--- src/rtl/pll_supv_pkg.sv ---
// rtl/pll_supv_pkg.sv - state encoding and timing constants shared by the PLL lock supervisor
package pll_supv_pkg;

    typedef enum logic [2:0] {
        ST_RESET_PLL = 3'd0,
        ST_WAIT_LOCK = 3'd1,
        ST_STABLE    = 3'd2,
        ST_RUN       = 3'd3,
        ST_FAIL      = 3'd4
    } pll_supv_state_t;

    // 24 MHz reference clock defaults
    localparam int DEF_RST_PULSE_CYC    = 24;
    localparam int DEF_LOCK_TIMEOUT_CYC = 24000;
    localparam int DEF_LOCK_STABLE_CYC  = 256;
    localparam int DEF_MAX_RETRY        = 3;
    localparam int DEF_CNT_W            = 16;

    // Shortened timing for simulation
    localparam int SIM_RST_PULSE_CYC    = 4;
    localparam int SIM_LOCK_TIMEOUT_CYC = 50;
    localparam int SIM_LOCK_STABLE_CYC  = 8;
    localparam int SIM_MAX_RETRY        = 3;

endpackage

--- src/rtl/pll_lock_sync.sv ---
// rtl/pll_lock_sync.sv - 2-flop synchronizer for asynchronous status bits, resets to 0
module pll_lock_sync (
    input  logic clk,
    input  logic rst_n,
    input  logic din,
    output logic dout
);

    logic meta;

    always_ff @(posedge clk or negedge rst_n) begin
        if (!rst_n) begin
            meta <= 1'b0;
            dout <= 1'b0;
        end else begin
            meta <= din;
            dout <= meta;
        end
    end

endmodule

--- src/rtl/pll_lock_supervisor.sv ---
// rtl/pll_lock_supervisor.sv - PLL reset sequencing, lock qualification and system reset release
// Optional lock-loss counter enabled by defining PLL_SUPV_LOSS_CNT_EN.
module pll_lock_supervisor
    import pll_supv_pkg::*;
#(
    parameter int RST_PULSE_CYC    = DEF_RST_PULSE_CYC,
    parameter int LOCK_TIMEOUT_CYC = DEF_LOCK_TIMEOUT_CYC,
    parameter int LOCK_STABLE_CYC  = DEF_LOCK_STABLE_CYC,
    parameter int MAX_RETRY        = DEF_MAX_RETRY,
    parameter int CNT_W            = DEF_CNT_W
) (
    input  logic       clk,
    input  logic       rst_n,
    input  logic       pll_extlock_i,
    input  logic       relock_req_i,
    output logic       pll_reset_o,
    output logic       sys_rst_n_o,
    output logic       locked_o,
    output logic       fail_o,
    output logic [1:0] retry_cnt_o,
    output logic [7:0] loss_cnt_o
);

    localparam logic [CNT_W-1:0] RST_LAST     = CNT_W'(RST_PULSE_CYC - 1);
    localparam logic [CNT_W-1:0] TIMEOUT_LAST = CNT_W'(LOCK_TIMEOUT_CYC - 1);
    localparam logic [CNT_W-1:0] STABLE_LAST  = CNT_W'(LOCK_STABLE_CYC - 1);
    localparam logic [1:0]       RETRY_LIMIT  = 2'(MAX_RETRY);

    pll_supv_state_t  state_q, state_d;
    logic [CNT_W-1:0] cnt_q, cnt_d;
    logic [1:0]       retry_q, retry_d;
    logic [1:0]       retry_inc;
    logic             lock_s;

    pll_lock_sync u_lock_sync (
        .clk  (clk),
        .rst_n(rst_n),
        .din  (pll_extlock_i),
        .dout (lock_s)
    );

    assign retry_inc = retry_q + 2'd1;

    always_ff @(posedge clk or negedge rst_n) begin
        if (!rst_n) begin
            state_q <= ST_RESET_PLL;
            cnt_q   <= '0;
            retry_q <= 2'd0;
        end else begin
            state_q <= state_d;
            cnt_q   <= cnt_d;
            retry_q <= retry_d;
        end
    end

    always_comb begin
        state_d = state_q;
        cnt_d   = cnt_q;
        retry_d = retry_q;
        unique case (state_q)
            ST_RESET_PLL: begin
                if (cnt_q == RST_LAST) begin
                    state_d = ST_WAIT_LOCK;
                    cnt_d   = '0;
                end else begin
                    cnt_d = cnt_q + CNT_W'(1);
                end
            end
            ST_WAIT_LOCK: begin
                // Lock is tested first so it wins over a coincident timeout
                if (lock_s) begin
                    state_d = ST_STABLE;
                    cnt_d   = '0;
                end else if (cnt_q == TIMEOUT_LAST) begin
                    retry_d = retry_inc;
                    state_d = (retry_inc == RETRY_LIMIT) ? ST_FAIL : ST_RESET_PLL;
                    cnt_d   = '0;
                end else begin
                    cnt_d = cnt_q + CNT_W'(1);
                end
            end
            ST_STABLE: begin
                if (!lock_s) begin
                    state_d = ST_WAIT_LOCK;
                    cnt_d   = '0;
                end else if (cnt_q == STABLE_LAST) begin
                    state_d = ST_RUN;
                    cnt_d   = '0;
                    retry_d = 2'd0;
                end else begin
                    cnt_d = cnt_q + CNT_W'(1);
                end
            end
            ST_RUN: begin
                cnt_d = '0;
                if (!lock_s || relock_req_i) begin
                    state_d = ST_RESET_PLL;
                    retry_d = 2'd0;
                end
            end
            ST_FAIL: begin
                cnt_d = '0;
                if (relock_req_i) begin
                    state_d = ST_RESET_PLL;
                    retry_d = 2'd0;
                end
            end
            default: begin
                state_d = ST_RESET_PLL;
                cnt_d   = '0;
                retry_d = 2'd0;
            end
        endcase
    end

    always_comb begin
        pll_reset_o = (state_q == ST_RESET_PLL) || (state_q == ST_FAIL);
        sys_rst_n_o = (state_q == ST_RUN);
        locked_o    = (state_q == ST_RUN);
        fail_o      = (state_q == ST_FAIL);
        retry_cnt_o = retry_q;
    end

`ifdef PLL_SUPV_LOSS_CNT_EN
    logic       loss_evt;
    logic [7:0] loss_q;

    // A relock request coinciding with lock loss still counts as one loss
    assign loss_evt = (state_q == ST_RUN) && !lock_s;

    always_ff @(posedge clk or negedge rst_n) begin
        if (!rst_n) begin
            loss_q <= 8'd0;
        end else if (loss_evt && (loss_q != 8'hFF)) begin
            loss_q <= loss_q + 8'd1;
        end
    end

    assign loss_cnt_o = loss_q;
`else
    assign loss_cnt_o = 8'd0;
`endif

endmodule

--- config.mk ---
export PLATFORM = sky130hd
export DESIGN_NAME = pll_lock_supervisor
export DESIGN_NICKNAME = d
export VERILOG_FILES = /design/src/rtl/pll_supv_pkg.sv /design/src/rtl/pll_lock_sync.sv /design/src/rtl/pll_lock_supervisor.sv
export SDC_FILE = /design/constraint.sdc
export NUM_CORES = 1
export LEC_CHECK = 0
export BUFFER_PORTS_ARGS = -buffer_cell sky130_fd_sc_hd__clkbuf_2
export CAP_MARGIN = 20
export CORE_MARGIN = 5
export CORE_UTILIZATION = 55
export DETAILED_ROUTE_END_ITERATION = 7
export PLACE_DENSITY = 0.83
export SETUP_SLACK_MARGIN = 0.15
export SLEW_MARGIN = 20
export SYNTH_ARGS = -nofsm -noshare
export SYNTH_HDL_FRONTEND = slang
export SYNTH_HIERARCHICAL = 1
export SYNTH_SLANG_ARGS = --single-unit
--- constraint.sdc ---
create_clock -name clk -period 3.15 [get_ports clk]
set_input_delay 0.315 -clock clk [delete_from_list [all_inputs] [get_ports clk]]
set_output_delay 0.315 -clock clk [all_outputs]
set_load 0.02 [all_outputs]
==> impl_metrics.tcl <==
set metrics [dict create \
    nets 147 \
    cts.sinks 23 \
    synth_flop_cell "dfrtp_1" \
    path_clk_slew_ps 130 \
    cp-start-kind "flop" \
    synth_area_um2 1260 \
    synth_area_leader_cell "dfrtp_1" \
    ys_seq_area_share_pct 45.7 \
    synth_top_family_by_area "simple AND/OR/NAND/NOR gates" \
    synthAdderAreaFrac_pct 1.99 \
    antennaDiodeCount 0 \
    syn_to_final_growth_pct 5.37 \
    portBuffers 9 \
    tns_ps 0 \
    synth_cells 129 \
    insertion_delay_ps 310 \
    p_total_mw 0.749 \
    synth-edff-count 0 \
    grt_usage_pct 15.2 \
    startpoint "cnt_q[9]" \
    endpoint_kind "flop" \
    dieWidth_um 57.8 \
    peakVddDrop_uv 376 \
    yosys.area_share.simple_pct 26.4 \
    htreeDepth 1 \
    dpl_worst_slack_ps 659 \
    met2_length_mm 1.06 \
    die-area_um2 3350 \
    async_flop_share_pct 100 \
    cp_data_arrival_time_ps 2680 \
    grt_first_pass_wirelength_mm 3.98 \
    drive_gt1_share_pct 15.7 \
    synthTopCellsByArea "dfrtp_1, nor2_1, buf_4" \
    setup_ws_ps 643 \
    finClkSkew_ps 3.62 \
    synthXorXnorAreaFrac_pct 9.74 \
    outcome "completed" \
    synth.top_cell.area_share_pct 45.7 \
    ys_ff_latch 23 \
    place_congestion 0.803 \
    m1WireLength_um 970 \
    worstHoldPathType "primary input to flop" \
    core_um2 2190 \
    drt_iter0_drc 18 \
    ant_nets 0 \
    final-setup-viol-count 0 \
    antenna_found_initial 0 \
    final_hold_viol_count 0 \
    via_per_inst 5.50 \
    p_leak_nw 0.601 \
    synth_compound_area_share_pct 7.16 \
    syn_avg_cell_area_um2 9.76 \
    hpwl_mm 1.66 \
    numCtsBuffers 3 \
    worstPathRequired_ps 3330 \
    grt_overflow 0 \
    path_class "flop to flop" \
    max_freq_mhz 399 \
    grt_max_degree 24 \
    path_max_fanout 16 \
    rsz0062_at_grt "false" \
    utilization_pct 60.5 \
    worst_pin_slew_ps 643 \
    drc 0 \
    synth_cell_types 36 \
    yosysMostFrequentCell "dfrtp_1" \
    wl_met3_um 124 \
    cts_tree "done" \
    grt_pass1_vias 936 \
    fin_crit_sh_pct 79.6 \
    slew-limit-headroom_pct 57.0 \
    r2r-start "cnt_q[9]" \
    wl_per_cell_um 13.0 \
    drt_wl_total_mm 2.18 \
    synth_common_cells "dfrtp_1, nor2_1, buf_4, nand3_1, nand2_1" \
    maxCapViolations 0 \
    post-route-min-period_ps 2510 \
    start_util_pct 57.5 \
    clockRootBuffer "clkbuf_4" \
    worstHoldStart "pll_extlock_i" \
    rows 17 \
    io_pins 18 \
    drt_pre_antenna_iters 4 \
    yosysWarnings 6 \
    synthMuxAreaShare_pct 0.895 \
    highest_layer "met4" \
    num_vias 924 \
    cts_max_path_buffers 2 \
    slew_violations 0 \
    power_density_nw_per_um2 565 \
    die_y_um 57.8 \
]
## per-stage QoR
stage               instance area, um2  cells  hold slack [ps]
floorplan                         1280    136             19.4
global placement                  1290    163              325
detailed placement                1290    163              324
CTS                               1330    168             91.0
global route                      1330    168             70.2
finish                            1330    168              102
## path summary, 6_finish.rpt
check | to | slack (ps) | depth (start not counted)
worst min register to register | u_lock_sync/dout | 370 | 0
max in group asynchronous | u_lock_sync/dout | 2300 | 2
worst max register to register | cnt_q[15] | 640 | 5
worst max-delay path | cnt_q[15] | 640 | 5
worst min-delay path | u_lock_sync/meta | 100 | 1
min in group asynchronous | cnt_q[9] | 500 | 2
## metal layers
metal / GRT usage, % / up-vias
li1: - / 452
met1: 19.8 / 445
met2: 23.9 / 22
met3: 5.35 / 5
met4: 4.64 / 0
met5: 0 / -
## worst max-delay path, stage by stage (launching register included)
cell	delay, ps
dfrtp_1	450
or4_4	550
or4_4	570
nor2b_4	160
a211oi_4	520
nor2_1	130
## final cells by class
class	instances	area, um2
clock inverter	1	7.51
timing repair buffer	10	55.1
clock buffer	3	22.5
inverter	5	18.8
tap	28	35.0
sequential	23	576
multi-input combinational	98	612
fill	199	865
## repair_timing
action | in CTS | in global routing
gates resized for setup | 0 | 0
hold buffers | 1 | 0
hold endpoints to repair | 23 | 0
setup endpoints to repair | 0 | 0
setup buffers | 0 | 0
## state kept, by name, summed over array words and instances (netlist names)
signal,flops
cnt_q,16
state_q,3
retry_cnt_o,2
u_lock_sync/dout,1
u_lock_sync/meta,1
## cells by family after synthesis
| kind of cell | Yosys count |
|---|---|
| other | 1 |
| multiplexers | 1 |
| AND/OR/NAND/NOR | 63 |
| AO/OA/AOI/OAI | 10 |
| flip-flops | 23 |
| XOR/XNOR | 14 |
| adder cells (fa/ha/maj) | 2 |
| buffers and inverters | 15 |
## cells in the final DEF, fill, tap and decap left out, types with 2 or more instances in the layout
cell,n
nand3_1,9
a21o_1,2
xor2_1,7
nand4_1,3
xnor2_1,7
nand2_1,8
nor2_1,22
dfrtp_1,23
inv_1,5
or4_4,2
ha_1,2
nor2b_1,2
nor3_1,6
clkbuf_2,9
clkbuf_4,3
conb_1,8
## power by group
group	total [mW]	switching (mW)	internal (mW)
Clock	0.138	0.0891	0.0485
Combinational	0.238	0.145	0.0925
Sequential	0.374	0.0481	0.326
Total	0.749	0.282	0.467
No activity file was read; power rests on OpenSTA's default activity.
